File: src/rtl/vga_avalon_fifo.sv
// rtl/vga_avalon_fifo.sv - Avalon-MM pixel-plot FIFO and screen-fill engine feeding a VGA adapter
// Optional feature: define VGA_AVALON_CLIP_COUNT_EN for a saturating out-of-bounds plot counter at address 3.
module vga_avalon_fifo #(
  parameter int SCREEN_W   = 160,
  parameter int SCREEN_H   = 120,
  parameter int X_W        = 8,
  parameter int Y_W        = 7,
  parameter int COLOUR_W   = 8,
  parameter int FIFO_DEPTH = 16
) (
  input  logic                clk,
  input  logic                reset,
  input  logic [3:0]          address,
  input  logic                read,
  output logic [31:0]         readdata,
  input  logic                write,
  input  logic [31:0]         writedata,
  output logic                waitrequest,
  output logic [X_W-1:0]      vga_x,
  output logic [Y_W-1:0]      vga_y,
  output logic [COLOUR_W-1:0] vga_colour,
  output logic                vga_plot
);
  localparam int PW = (FIFO_DEPTH > 1) ? $clog2(FIFO_DEPTH) : 1;
  localparam int CW = $clog2(FIFO_DEPTH + 1);
  localparam int EW = X_W + Y_W + COLOUR_W;

  typedef enum logic [1:0] {IDLE, DRAIN, FILL} state_t;
  state_t state;

  logic [EW-1:0]       mem [FIFO_DEPTH];
  logic [PW-1:0]       wr_ptr, rd_ptr;
  logic [CW-1:0]       count;
  logic                fifo_empty, fifo_full, busy;
  logic [X_W-1:0]      wr_x;
  logic [Y_W-1:0]      wr_y;
  logic [COLOUR_W-1:0] wr_colour;
  logic                in_bounds, push, pop, fill_accept, fill_last;
  logic [X_W-1:0]      fill_x;
  logic [Y_W-1:0]      fill_y;
  logic [COLOUR_W-1:0] fill_colour;
  logic                unused_bits;

  assign wr_x        = writedata[16 +: X_W];
  assign wr_y        = writedata[24 +: Y_W];
  assign wr_colour   = writedata[COLOUR_W-1:0];
  assign unused_bits = ^writedata;

  assign in_bounds  = (int'(wr_x) < SCREEN_W) && (int'(wr_y) < SCREEN_H);
  assign fifo_empty = (count == '0);
  assign fifo_full  = (count == CW'(FIFO_DEPTH));
  assign busy       = (state != IDLE);

  // A push uses the full flag from the start of the cycle, so a same-cycle pop never lets it through
  assign push        = write && (address == 4'd0) && in_bounds && !fifo_full && !busy;
  assign pop         = !fifo_empty && (state != FILL);
  assign fill_accept = write && (address == 4'd2) && !busy;
  assign fill_last   = (fill_x == X_W'(SCREEN_W - 1)) && (fill_y == Y_W'(SCREEN_H - 1));

  // Hold the master only for in-bounds plots that cannot be queued yet, or fills while busy
  always_comb begin
    waitrequest = 1'b0;
    if (write) begin
      case (address)
        4'd0:    waitrequest = in_bounds && (fifo_full || busy);
        4'd2:    waitrequest = busy;
        default: waitrequest = 1'b0;
      endcase
    end
  end

  // Pixel storage; contents need no reset because count gates every read
  always_ff @(posedge clk) begin
    if (push) mem[wr_ptr] <= {wr_x, wr_y, wr_colour};
  end

  // FIFO pointers and occupancy
  always_ff @(posedge clk) begin
    if (reset) begin
      wr_ptr <= '0;
      rd_ptr <= '0;
      count  <= '0;
    end else begin
      if (push) wr_ptr <= (wr_ptr == PW'(FIFO_DEPTH - 1)) ? '0 : wr_ptr + PW'(1);
      if (pop)  rd_ptr <= (rd_ptr == PW'(FIFO_DEPTH - 1)) ? '0 : rd_ptr + PW'(1);
      if (push && !pop)      count <= count + CW'(1);
      else if (!push && pop) count <= count - CW'(1);
    end
  end

  // Fill sequencer plus the registered pixel port, fed by a FIFO pop or the fill raster counters
  always_ff @(posedge clk) begin
    if (reset) begin
      state       <= IDLE;
      fill_x      <= '0;
      fill_y      <= '0;
      fill_colour <= '0;
      vga_x       <= '0;
      vga_y       <= '0;
      vga_colour  <= '0;
      vga_plot    <= 1'b0;
    end else begin
      vga_plot <= 1'b0;
      if (pop) begin
        {vga_x, vga_y, vga_colour} <= mem[rd_ptr];
        vga_plot <= 1'b1;
      end
      case (state)
        IDLE: begin
          if (fill_accept) begin
            fill_colour <= wr_colour;
            state       <= DRAIN;
          end
        end
        DRAIN: begin
          if (fifo_empty) state <= FILL;
        end
        FILL: begin
          vga_x      <= fill_x;
          vga_y      <= fill_y;
          vga_colour <= fill_colour;
          vga_plot   <= 1'b1;
          if (fill_last) begin
            fill_x <= '0;
            fill_y <= '0;
            state  <= IDLE;
          end else if (fill_x == X_W'(SCREEN_W - 1)) begin
            fill_x <= '0;
            fill_y <= fill_y + Y_W'(1);
          end else begin
            fill_x <= fill_x + X_W'(1);
          end
        end
        default: state <= IDLE;
      endcase
    end
  end

`ifdef VGA_AVALON_CLIP_COUNT_EN
  logic [31:0] clip_count;

  // Count discarded out-of-bounds plots, saturating; a clear write beats a same-cycle increment
  always_ff @(posedge clk) begin
    if (reset) begin
      clip_count <= '0;
    end else if (write && (address == 4'd3)) begin
      clip_count <= '0;
    end else if (write && (address == 4'd0) && !in_bounds && (clip_count != 32'hFFFF_FFFF)) begin
      clip_count <= clip_count + 32'd1;
    end
  end
`endif

  // Zero-latency register reads reflecting state at the start of the cycle
  always_comb begin
    readdata = '0;
    if (read) begin
      case (address)
        4'd1:    readdata = {16'd0, 8'(count), 5'd0, busy, fifo_full, fifo_empty};
`ifdef VGA_AVALON_CLIP_COUNT_EN
        4'd3:    readdata = clip_count;
`endif
        default: readdata = '0;
      endcase
    end
  end
endmodule
File: config.mk
export PLATFORM = sky130hd
export DESIGN_NAME = vga_avalon_fifo
export DESIGN_NICKNAME = d
export VERILOG_FILES = /design/src/rtl/vga_avalon_fifo.sv
export SDC_FILE = /design/constraint.sdc
export NUM_CORES = 1
export LEC_CHECK = 0
export CORE_ASPECT_RATIO = 1.1
export CORE_MARGIN = 2
export CORE_UTILIZATION = 45
export CTS_CLUSTER_SIZE = 16
export DETAILED_ROUTE_END_ITERATION = 10
export GPL_ROUTABILITY_DRIVEN = 0
export SYNTH_ARGS = -nofsm -noshare
export SYNTH_HDL_FRONTEND = slang
export SYNTH_SLANG_ARGS = --single-unit
File: constraint.sdc
create_clock -name clk -period 4.4 [get_ports clk]
set_clock_uncertainty 0.15 [all_clocks]
set_input_delay 0.66 -clock clk [delete_from_list [all_inputs] [get_ports clk]]
set_output_delay 0.66 -clock clk [all_outputs]
set_load 0.01 [all_outputs]
==> Flow_metrics.wiki, run 1 <==
{| class="wikitable"
! Metric !! Value
|-
| Result of the run || completed
|-
| Total CTS buffers || 44
|-
| Startpoint of the worst-slack reg-to-reg timing path || count[0]
|-
| GRT overflow || 0
|-
| Commonest non-fill, non-tap cells in the layout || sky130_fd_sc_hd__edfxtp_1 (368), sky130_fd_sc_hd__mux4_2 (92), sky130_fd_sc_hd__dfxtp_1 (63), sky130_fd_sc_hd__clkdlybuf4s50_1 (62), sky130_fd_sc_hd__clkbuf_16 (46)
|-
| Ant. Diodes || 0
|-
| Drt drc || 0
|-
| Clock edge transition at the registers on the reported setup and hold paths || 0.06 ns
|-
| Maximum Capacitance Violations || 0
|-
| Number of setup violations in the final report || 0
|-
| CP arrival || 2.86 ns
|-
| Number of cells on the worst reg-to-reg path || 9
|-
| PwrDens || 517 nW/um^2
|-
| Postcts setup bufs || 0
|-
| Height of the die || 210 um
|-
| Slowest cell delay on critical path || 0.56 ns
|-
| Buffers added on ports || 63
|-
| Number of synthesized flops with an enable pin || 368
|-
| Number of vias in the routed layout || 9030
|-
| Warnings, synthesis || 0
|-
| Boundary pin count || 97
|-
| Required time of the critical path || 3.59 ns
|-
| Worst setup path startpoint || writedata[21]
|-
| Slowest CP cell || sky130_fd_sc_hd__clkdlybuf4s50_1
|-
| Period utilization || 83.3%
|-
| Multi-input gate area in the final layout || 4590 um^2
|-
| H-tree depth reported by CTS || 2
|-
| Worst Setup EP || waitrequest
|-
| TritonCTS sink count || 434
|-
| Overall power || 10300 uW
|-
| End of the worst register-to-register path || count[4]
|-
| Relative contribution of the clock network to total power || 33.5%
|-
| Synth-to-layout area growth || 15.4%
|-
| Fraction of final layout cells with drive strength greater than 1 || 21.5%
|-
| Type of destination of the critical path || primary output
|-
| Post-cts resize count || 0
|-
| Global-route usage over all layers || 20.0%
|-
| Count of antenna-violating nets left after detailed routing || 0
|-
| Max Clock Freq || 273 MHz
|-
| Prevailing post-synth register cell || sky130_fd_sc_hd__edfxtp_1
|-
| Area of the die || 40000 um^2
|-
| Classification of the worst setup path || in2out
|-
| Internal power || 7650 uW
|-
| Total number of placement rows || 75
|-
| Setup TNS after final layout || 0 ns
|-
| Synthesized area || 17300 um^2
|-
| Stages on the worst setup path || 6
|-
| Max Root-Sink Buffers || 3
|-
| Net switching component of the power || 2680 uW
|-
| Vias in the first global route || 9051
|-
| Clock latency of the later-clocked register in the worst-skew pair || 0.55 ns
|-
| Cell type with the highest occurrence count on the critical path || sky130_fd_sc_hd__clkdlybuf4s50_1
|-
| RSZ-0062 raised after global routing || false
|-
| Cells along the critical path || clkdlybuf4s50_1 -> o21ai_0 -> nand4b_1 -> a21oi_1 -> o21a_1 -> clkdlybuf4s50_1
|-
| Count of state elements after synthesis || 434
|-
| Hold Fails Final Rpt || 0
|-
| Wirelength per Cell || 24.6 um
|-
| Number of buffer and inverter instances along the worst setup path || 2
|-
| Min-Delay Path Class || reg2reg
|-
| Routed vias/inst || 5.69
|-
| Startpoint Class || primary input
|-
| Post-synth ARST share || 0%
|-
| Initial Utilization || 45.5%
|-
| Pin count of the biggest net entering global routing || 67
|-
| Most common cell after layout, fill and taps aside || sky130_fd_sc_hd__edfxtp_1
|-
| Time the final worst path needs with I/O delays and setup || 3.67 ns
|-
| Placeable core area || 38000 um^2
|-
| Worst relative slew slack || 35.3%
|-
| Part of the total power dissipated in combinational logic || 19.4%
|-
| CTS tree || done
|-
| Fraction of the yosys area taken by sequential cells || 71.5%
|-
| Antenna violations before repair || 1
|-
| Count of hold-fix buffers inserted at cts || 0
|-
| Nets@finish || 1106
|-
| Transition time at the pin with the least slew margin || 0.968 ns
|-
| 1st-iter DRT viols || 827
|-
| Fill count || 3032
|-
| Setup slack, reg-to-reg || 1.00 ns
|-
| Final setup slack of the worst path || 0.733 ns
|-
| Setup Slack @ Placement || 0.272 ns
|-
| Fin. max-slew vios || 0
|-
| HPWL after detailed placement || 21800 um
|-
| Fraction of power consumed by sequential logic || 47.2%
|-
| Total Wirelength || 39000 um
|-
| Clock tree root driver cell || sky130_fd_sc_hd__clkbuf_16
|-
| Avg Synthesized Cell Area || 18.2 um^2
|-
| Count of distinct cell types in the synthesized netlist || 56
|-
| Seq. cell area || 12400 um^2
|-
| Count of mapped cells out of synthesis || 951
|-
| Top cell family by delay on the critical path || buffers and inverters
|-
| Worst-path maximum fanout || 6
|-
| Leakage || 0.00653 uW
|-
| Die extent in x || 191 um
|-
| IR drop worst, VDD || 0.256 mV
|-
| Wire length of the first global-routing pass || 58100 um
|-
| Switching part of the total power || 25.9%
|-
| Launch instance of the worst min-delay path || fill_colour[7]
|-
| Detailed-routing iteration count for the pre-antenna-repair pass || 6
|}
-- logic make-up (layout without fill, tap and decap cells) --
group | Yosys count | in the layout | share of synthesized area, %
buffers and inverters | 82 | 195 | 2.58
AOI/OAI and AO/OA | 89 | 89 | 3.66
DFF | 434 | 434 | 71.5
muxes | 151 | 151 | 15.6
other | 1 | 24 | 0.0217
adders and majority gates | 12 | 12 | 0.911
and+or+nand+nor | 170 | 170 | 5.14
xor gates and xnor gates | 12 | 12 | 0.608
-- power groups by stage --
stage / Sequential, uW / Clock, uW / Combinational [uW]
after floorplan: 4820 / 0 / 1470
after global placement: 4970 / 0 / 2020
after detailed placement: 4970 / 0 / 2030
after CTS: 4880 / 3530 / 2040
after global routing: 4910 / 3690 / 2170
final: 4870 / 3460 / 2000
-- stage by stage --
step	area, um^2	cells	hold slack [ns]	util (%)
6_report	20000	1587	0.339	52.5
5_1_grt	20000	1587	0.363	52.5
4_1_cts	20000	1587	0.340	52.5
3_5_place_dp	18600	1508	0.326	49.0
3_3_place_gp	18600	1508	0.318	49.0
2_1_floorplan	17400	974	0.304	-
-- how the worst min path moves through the flow --
stage                     end  slack, ns  cells past startpoint
2_1_floorplan       fill_y[6]       0.30                      2
3_5_place_dp   fill_colour[4]       0.33                      2
3_3_place_gp   fill_colour[2]       0.32                      2
6_report       fill_colour[7]       0.34                      2
4_1_cts        fill_colour[2]       0.34                      2
5_1_grt        fill_colour[4]       0.36                      2
-- routing by layer --
metal  wire length [um]  global-route usage, %  part of all wire [%]
met1              17200                   29.2                    44
met2              18300                   31.4                    47
met3               2620                   3.24                   6.7
met4                762                   5.37                   2.0
met5                 13                      0                 0.033
-- state kept, by name, summed over array words and instances, names as in the netlist, 2 cells and up, named ones only --
| signal | count |
|---|---|
| count | 5 |
| vga_x | 8 |
| rd_ptr | 4 |
| wr_ptr | 4 |
| state | 2 |
| vga_colour | 8 |
| fill_y | 7 |
| fill_x | 8 |
| mem | 368 |
| fill_colour | 8 |
| vga_y | 7 |
-- area by class of cell --
| cell class | instances | area share (%) |
|---|---|---|
| Timing Repair Buffer | 110 | 5.09 |
| Clock buffer | 62 | 6.17 |
| Tap cell | 500 | 3.13 |
| Inverter | 6 | 0.113 |
| Multi-Input combinational cell | 458 | 23.0 |
| Sequential cell | 434 | 62.0 |
| Clock inverter | 17 | 0.495 |
-- Yosys cell counts (11+ instances only) --
cell type                    n  area share, %
sky130_fd_sc_hd__a211o_1    13           0.66
sky130_fd_sc_hd__a21oi_1    30           0.87
sky130_fd_sc_hd__a31oi_1    12           0.43
sky130_fd_sc_hd__and2_1     17           0.61
sky130_fd_sc_hd__and3_1     21           0.76
sky130_fd_sc_hd__buf_2      15           0.43
sky130_fd_sc_hd__buf_4      26            1.1
sky130_fd_sc_hd__clkbuf_1   24           0.52
sky130_fd_sc_hd__dfxtp_1    66            7.6
sky130_fd_sc_hd__edfxtp_1  368             64
sky130_fd_sc_hd__ha_1       11           0.80
sky130_fd_sc_hd__mux2_2     24            1.6
sky130_fd_sc_hd__mux2i_1    35            2.0
sky130_fd_sc_hd__mux4_2     92             12
sky130_fd_sc_hd__nand2_1    35           0.76
sky130_fd_sc_hd__nand4_1    18           0.65
sky130_fd_sc_hd__nor2_1     43           0.93
-- tightest hold or removal path, stage by stage (launching register included) --
cell and delay [ns]:
sky130_fd_sc_hd__dfxtp_1 0.32, sky130_fd_sc_hd__mux2i_1 0.06, sky130_fd_sc_hd__nor2_1 0.08
No activity file was read; power rests on OpenSTA's default activity.
==> run 2, diff against run 1 <==
--- a/config.mk
+++ b/config.mk
@@ -11,6 +11,7 @@
 export CTS_CLUSTER_SIZE = 16
 export DETAILED_ROUTE_END_ITERATION = 10
 export GPL_ROUTABILITY_DRIVEN = 0
+export PLACE_DENSITY = 0.65
 export SYNTH_ARGS = -nofsm -noshare
 export SYNTH_HDL_FRONTEND = slang
 export SYNTH_SLANG_ARGS = --single-unit
==> constraint.sdc (replaced) <==
create_clock -name clk -period 3.2 [get_ports clk]
set_clock_uncertainty 0.15 [all_clocks]
set_input_delay 0.48 -clock clk [delete_from_list [all_inputs] [get_ports clk]]
set_output_delay 0.48 -clock clk [all_outputs]
set_load 0.01 [all_outputs]
==> Flow_metrics.wiki, run 2 (synthesis results as in run 1) <==
{| class="wikitable"
! Metric !! Value
|-
| Slowest cell delay on critical path || 0.53 ns (was 0.56 ns)
|-
| CP arrival || 2.48 ns (was 2.86 ns)
|-
| Drt drc || 0 (unchanged)
|-
| Vias in the first global route || 9344 (was 9051)
|-
| 1st-iter DRT viols || 965 (was 827)
|-
| Number of buffer and inverter instances along the worst setup path || 4 (was 2)
|-
| Routed vias/inst || 5.75 (was 5.69)
|-
| Fin. max-slew vios || 0 (unchanged)
|-
| Number of flip-flops under the largest register name || 368 (unchanged)
|-
| Final setup slack of the worst path || 0.0877 ns (was 0.733 ns)
|-
| Commonest non-fill, non-tap cells in the layout || sky130_fd_sc_hd__edfxtp_1 (368), sky130_fd_sc_hd__mux4_2 (92), sky130_fd_sc_hd__dfxtp_1 (63), sky130_fd_sc_hd__clkdlybuf4s50_1 (59), sky130_fd_sc_hd__buf_4 (54) (was sky130_fd_sc_hd__edfxtp_1 (368), sky130_fd_sc_hd__mux4_2 (92), sky130_fd_sc_hd__dfxtp_1 (63), sky130_fd_sc_hd__clkdlybuf4s50_1 (62), sky130_fd_sc_hd__clkbuf_16 (46))
|-
| Top cell family by delay on the critical path || buffers and inverters (unchanged)
|-
| Launch instance of the worst min-delay path || reset (was fill_colour[7])
|-
| Pin count of the biggest net entering global routing || 62 (was 67)
|-
| Ant. Diodes || 0 (unchanged)
|-
| Count of hold-fix buffers inserted at cts || 0 (unchanged)
|-
| Most common cell after layout, fill and taps aside || sky130_fd_sc_hd__edfxtp_1 (unchanged)
|-
| PwrDens || 712 nW/um^2 (was 517 nW/um^2)
|-
| Clock tree root driver cell || sky130_fd_sc_hd__clkbuf_16 (unchanged)
|-
| Number of setup violations in the final report || 0 (unchanged)
|-
| Wire length of the first global-routing pass || 59000 um (was 58100 um)
|-
| Setup Slack @ Placement || -0.307 ns (was 0.272 ns)
|-
| Register name with the most flops || mem (unchanged)
|-
| Initial Utilization || 45.5% (unchanged)
|-
| Classification of the worst setup path || in2out (unchanged)
|-
| Result of the run || completed (unchanged)
|-
| Required time of the critical path || 2.57 ns (was 3.59 ns)
|-
| Leakage || 0.00675 uW (was 0.00653 uW)
|-
| CTS tree || done (unchanged)
|-
| Worst-path maximum fanout || 5 (was 6)
|-
| Detailed-routing iteration count for the pre-antenna-repair pass || 5 (was 6)
|-
| Slowest CP cell || sky130_fd_sc_hd__clkdlybuf4s50_1 (unchanged)
|-
| Startpoint of the worst-slack reg-to-reg timing path || count[3] (was count[0])
|-
| Maximum Capacitance Violations || 0 (unchanged)
|-
| Total number of placement rows || 75 (unchanged)
|-
| Cells along the critical path || clkdlybuf4s50_1 -> o21ai_1 -> buf_4 -> nand4b_1 -> buf_4 -> a21oi_1 -> o21a_1 -> clkdlybuf4s50_1 (was clkdlybuf4s50_1 -> o21ai_0 -> nand4b_1 -> a21oi_1 -> o21a_1 -> clkdlybuf4s50_1)
|-
| Fraction of final layout cells with drive strength greater than 1 || 23.7% (was 21.5%)
|-
| GRT overflow || 0 (unchanged)
|-
| Total CTS buffers || 43 (was 44)
|-
| Count of antenna-violating nets left after detailed routing || 0 (unchanged)
|-
| Height of the die || 210 um (unchanged)
|-
| Synth-to-layout area growth || 18.1% (was 15.4%)
|-
| RSZ-0062 raised after global routing || false (unchanged)
|-
| Startpoint Class || primary input (unchanged)
|-
| Number of vias in the routed layout || 9263 (was 9030)
|-
| Min-Delay Path Class || in2reg (was reg2reg)
|-
| Postcts setup bufs || 0 (unchanged)
|-
| TritonCTS sink count || 434 (unchanged)
|-
| Nets@finish || 1130 (was 1106)
|-
| IR drop worst, VDD || 0.356 mV (was 0.256 mV)
|-
| Total Wirelength || 39800 um (was 39000 um)
|-
| Hold Fails Final Rpt || 0 (unchanged)
|-
| Max Clock Freq || 321 MHz
|-
| Worst setup path startpoint || writedata[22] (was writedata[21])
|-
| Transition time at the pin with the least slew margin || 0.783 ns (was 0.968 ns)
|-
| Overall power || 14500 uW (was 10300 uW)
|-
| Worst relative slew slack || 47.8% (was 35.3%)
|-
| Fill count || 2963 (was 3032)
|-
| Buffers added on ports || 63 (unchanged)
|-
| Placeable core area || 38000 um^2 (unchanged)
|-
| Wirelength per Cell || 24.7 um (was 24.6 um)
|-
| Clock edge transition at the registers on the reported setup and hold paths || 0.06 ns (about the same)
|-
| Area of the die || 40000 um^2 (unchanged)
|-
| Boundary pin count || 97 (unchanged)
|-
| Clock latency of the later-clocked register in the worst-skew pair || 0.54 ns (was 0.55 ns)
|-
| Antenna violations before repair || 1 (unchanged)
|-
| HPWL after detailed placement || 22500 um (was 21800 um)
|-
| Period utilization || 97.3%
|-
| Post-cts resize count || 0 (unchanged)
|-
| H-tree depth reported by CTS || 2 (unchanged)
|-
| Time the final worst path needs with I/O delays and setup || 3.11 ns
|-
| Die extent in x || 191 um (unchanged)
|-
| Global-route usage over all layers || 20.3% (was 20.0%)
|-
| Max Root-Sink Buffers || 3 (unchanged)
|-
| Type of destination of the critical path || primary output (unchanged)
|}
-- run 2: final timing paths --
path | to | slack [ns] | cells past startpoint
worst max register to register | count[4] | 0.32 | 10
worst min register to register | fill_colour[4] | 0.34 | 2
worst max-delay path | waitrequest | 0.09 | 8
worst min-delay path | register | 0.12 | 2
-- run 2: layout make-up --
cell class                 count  area [um^2]  area share [%]
clock inverter                13          148           0.723
sequential                   434        12400            60.6
multi-input combinational    458         4600            22.5
timing repair buffer         135         1400            6.85
clock buffer                  66         1250            6.14
inverter                       6         22.5           0.110
tap                          500          626            3.06
-- run 2: power breakdown --
part	internal, uW	switching, uW	total, uW
Combinational	1590	1400	2990
Clock	2950	2020	4970
Sequential	6330	243	6580
-- run 2: per-layer routing --
layer | vias up | GRT usage, % | part of all wire, %
met2 | 344 | 33.4 | 49
met3 | 61 | 3.31 | 6.3
li1 | 4048 | - | -
met5 | - | 0 | 0.033
met4 | 2 | 6.26 | 2.4
met1 | 4808 | 28.0 | 42
-- run 2: metrics by stage --
| step | std cells | instance area (um^2) | hold slack, ns | TNS [ns] | util, % |
|---|---|---|---|---|---|
| CTS | 1612 | 20400 | 0.0942 | 0 | 53.7 |
| global placement | 1533 | 19000 | 0.317 | -0.224 | 50.0 |
| detailed placement | 1533 | 19000 | 0.329 | -0.307 | 50.0 |
| global route | 1612 | 20400 | 0.120 | 0 | 53.7 |
| floorplan | 974 | 17400 | 0.304 | 0 | - |
| finish | 1612 | 20400 | 0.120 | 0 | 53.7 |
==> run 3, diff against run 2 <==
--- a/config.mk
+++ b/config.mk
@@ -7,11 +7,10 @@
 export LEC_CHECK = 0
 export CORE_ASPECT_RATIO = 1.1
 export CORE_MARGIN = 2
-export CORE_UTILIZATION = 45
+export CORE_UTILIZATION = 31
 export CTS_CLUSTER_SIZE = 16
 export DETAILED_ROUTE_END_ITERATION = 10
 export GPL_ROUTABILITY_DRIVEN = 0
-export PLACE_DENSITY = 0.65
 export SYNTH_ARGS = -nofsm -noshare
 export SYNTH_HDL_FRONTEND = slang
 export SYNTH_SLANG_ARGS = --single-unit
==> Flow_metrics.wiki, run 3 (synthesis results as in run 1) <==
{| class="wikitable"
! Metric !! Value
|-
| Result of the run || completed (unchanged)
|-
| Max Clock Freq || 329 MHz (was 321 MHz)
|-
| Vias in the first global route || 9121 (was 9344)
|-
| Post-route cell area || 20700 um^2 (was 20400 um^2)
|-
| Area of the die || 57700 um^2 (was 40000 um^2)
|-
| CTS tree || done (unchanged)
|-
| Required time of the critical path || 2.57 ns (about the same)
|-
| Routing usage on met2 || 24.2% (was 33.4%)
|-
| Final setup slack of the worst path || 0.158 ns (was 0.0877 ns)
|-
| Number of flip-flops under the largest register name || 368 (unchanged)
|-
| Buffers added on ports || 63 (unchanged)
|-
| Clock edge transition at the registers on the reported setup and hold paths || 0.06 ns (about the same)
|-
| Classification of the worst setup path || reg2out (was in2out)
|-
| Type of destination of the critical path || primary output (unchanged)
|-
| Min-Delay Path Class || in2reg (unchanged)
|-
| PwrDens || 698 nW/um^2 (was 712 nW/um^2)
|-
| Count of hold-fix buffers inserted at cts || 0 (unchanged)
|-
| Total Wirelength || 41200 um (was 39800 um)
|-
| Startpoint Class || register (was primary input)
|-
| Height of the die || 252 um (was 210 um)
|-
| Postcts setup bufs || 0 (unchanged)
|-
| Total number of placement rows || 90 (was 75)
|-
| Met1 demand-to-capacity share in global routing || 18.8% (was 28.0%)
|-
| H-tree depth reported by CTS || 2 (unchanged)
|-
| Leakage || 0.00675 uW (about the same)
|-
| Slowest cell delay on critical path || 0.59 ns (was 0.53 ns)
|-
| GRT overflow || 0 (unchanged)
|-
| Boundary pin count || 97 (unchanged)
|-
| Startpoint of the worst-slack reg-to-reg timing path || count[3] (unchanged)
|-
| RSZ-0062 raised after global routing || false (unchanged)
|-
| Met3 layer usage reported by global route || 1.75% (was 3.31%)
|-
| Register name with the most flops || mem (unchanged)
|-
| Placeable core area || 55000 um^2 (was 38000 um^2)
|-
| IR drop worst, VDD || 0.395 mV (was 0.356 mV)
|-
| Initial Utilization || 31.5% (was 45.5%)
|-
| Period utilization || 95.1% (was 97.3%)
|-
| Drt drc || 0 (unchanged)
|-
| Launch instance of the worst min-delay path || reset (unchanged)
|-
| Placed inst area || 19400 um^2 (was 19000 um^2)
|-
| Max Root-Sink Buffers || 3 (unchanged)
|-
| Setup Slack @ Placement || -0.344 ns (was -0.307 ns)
|-
| Routed vias/inst || 4.95 (was 5.75)
|-
| Wire length of the first global-routing pass || 60300 um (was 59000 um)
|-
| Global-route usage over all layers || 14.2% (was 20.3%)
|-
| Fin. max-slew vios || 0 (unchanged)
|-
| Maximum Capacitance Violations || 0 (unchanged)
|-
| Fraction of final layout cells with drive strength greater than 1 || 24.1% (was 23.7%)
|-
| Slowest CP cell || sky130_fd_sc_hd__or4_4 (was sky130_fd_sc_hd__clkdlybuf4s50_1)
|-
| Detailed-routing iteration count for the pre-antenna-repair pass || 5 (unchanged)
|-
| 1st-iter DRT viols || 821 (was 965)
|-
| Time the final worst path needs with I/O delays and setup || 3.04 ns (was 3.11 ns)
|-
| Most common cell after layout, fill and taps aside || sky130_fd_sc_hd__edfxtp_1 (unchanged)
|-
| Clock latency of the later-clocked register in the worst-skew pair || 0.55 ns (was 0.54 ns)
|-
| Cells along the critical path || or4_4 -> buf_4 -> nor2_2 -> and2_1 -> clkdlybuf4s50_1 (was clkdlybuf4s50_1 -> o21ai_1 -> buf_4 -> nand4b_1 -> buf_4 -> a21oi_1 -> o21a_1 -> clkdlybuf4s50_1)
|-
| Hold Fails Final Rpt || 0 (unchanged)
|-
| Fill count || 5034 (was 2963)
|-
| Transition time at the pin with the least slew margin || 0.573 ns (was 0.783 ns)
|-
| CP arrival || 2.41 ns (was 2.48 ns)
|-
| Nets@finish || 1132 (was 1130)
|-
| Synth-to-layout area growth || 19.9% (was 18.1%)
|-
| Die extent in x || 229 um (was 191 um)
|-
| Fin util || 37.8% (was 53.7%)
|-
| TritonCTS sink count || 434 (unchanged)
|-
| Top cell family by delay on the critical path || simple AND/OR/NAND/NOR gates (was buffers and inverters)
|-
| Highest-utilization routing layer at the global route stage || met2 (unchanged)
|-
| Number of vias in the routed layout || 9149 (was 9263)
|-
| Antenna violations before repair || 0 (was 1)
|-
| Ant. Diodes || 0 (unchanged)
|-
| Worst setup path startpoint || count[3] (was writedata[22])
|-
| Worst-path maximum fanout || 4 (was 5)
|-
| Count of antenna-violating nets left after detailed routing || 0 (unchanged)
|-
| Number of setup violations in the final report || 0 (unchanged)
|-
| Total CTS buffers || 41 (was 43)
|-
| Clock tree root driver cell || sky130_fd_sc_hd__clkbuf_16 (unchanged)
|-
| Number of buffer and inverter instances along the worst setup path || 2 (was 4)
|-
| Commonest non-fill, non-tap cells in the layout || sky130_fd_sc_hd__edfxtp_1 (368), sky130_fd_sc_hd__mux4_2 (92), sky130_fd_sc_hd__dfxtp_1 (63), sky130_fd_sc_hd__clkdlybuf4s50_1 (60), sky130_fd_sc_hd__buf_4 (52) (was sky130_fd_sc_hd__edfxtp_1 (368), sky130_fd_sc_hd__mux4_2 (92), sky130_fd_sc_hd__dfxtp_1 (63), sky130_fd_sc_hd__clkdlybuf4s50_1 (59), sky130_fd_sc_hd__buf_4 (54))
|-
| HPWL after detailed placement || 24200 um (was 22500 um)
|-
| Pin count of the biggest net entering global routing || 43 (was 62)
|-
| Wirelength per Cell || 22.3 um (was 24.7 um)
|-
| Worst relative slew slack || 61.7% (was 47.8%)
|}
==> run 3: cell types whose count changed in the layout (fill, tap and decap cells not counted), moves of 2 or more <==
| cell | change |
|---|---|
| sky130_fd_sc_hd__buf_4 | -2 |
| sky130_fd_sc_hd__clkbuf_16 | -3 |
| sky130_fd_sc_hd__dlymetal6s2s_1 | -2 |
| sky130_fd_sc_hd__clkinv_2 | +3 |
| sky130_fd_sc_hd__clkbuf_1 | -10 |
| sky130_fd_sc_hd__buf_12 | +6 |
| sky130_fd_sc_hd__clkbuf_4 | +2 |
| sky130_fd_sc_hd__clkinv_1 | +5 |
| sky130_fd_sc_hd__clkinv_4 | -2 |
==> run 3: layout make-up <==
cell class	count	area, um^2	share of cell area [%]
Sequential cell	434	12400	59.7
Multi-Input combinational cell	458	4600	22.2
Timing Repair Buffer	139	1500	7.22
Clock buffer	54	1140	5.51
Tap cell	736	921	4.44
Clock inverter	21	188	0.904
Inverter	6	22.5	0.109
==> run 3: worst register-to-register path, stage by stage, from the launching register on <==
cell                       delay (ns)
sky130_fd_sc_hd__dfxtp_1         0.31
sky130_fd_sc_hd__or4_4           0.59
sky130_fd_sc_hd__o211ai_2        0.25
sky130_fd_sc_hd__nor2_2          0.09
sky130_fd_sc_hd__ha_1            0.22
sky130_fd_sc_hd__inv_2           0.09
sky130_fd_sc_hd__ha_1            0.25
sky130_fd_sc_hd__a21o_1          0.18
sky130_fd_sc_hd__a21oi_1         0.17
sky130_fd_sc_hd__mux2i_1         0.23
sky130_fd_sc_hd__mux2_2          0.34
==> run 3: timing repair <==
action	in CTS	in global routing
gates resized for setup	2	1
setup endpoints to repair	2	1
pin swaps	0	1
==> run 3: metrics by stage <==
step / hold WS [ns] / cells / power, uW / setup TNS, ns
floorplan: 0.304 / 974 / 8650 / 0
detailed placement: 0.336 / 1773 / 9830 / -0.465
CTS: 0.0268 / 1848 / 14600 / 0
global placement: 0.318 / 1773 / 9790 / -0.306
global route: 0.0575 / 1848 / 15000 / 0
finish: 0.0513 / 1848 / 14500 / 0
==> run 3: path summary, 6_finish.rpt <==
kind | endpoint | slack (ns) | cells past startpoint
max | readdata[0] | 0.16 | 5
min | count[0] | 0.05 | 2
max reg2reg | count[4] | 0.22 | 10
min reg2reg | fill_colour[6] | 0.34 | 2
==> run 3: power breakdown <==
part | switching, uW | leakage (uW) | internal, uW
sequential | 286 | 0.00385 | 6330
combinational | 1410 | 0.00225 | 1640
clock | 2040 | 0.000656 | 2770
total | 3740 | 0.00675 | 10700
==> run 3: routing by layer <==
layer	vias up	part of all wire (%)
met5	-	0
met4	0	2.8
met3	64	4.2
met2	260	50
met1	4784	43
li1	4041	-
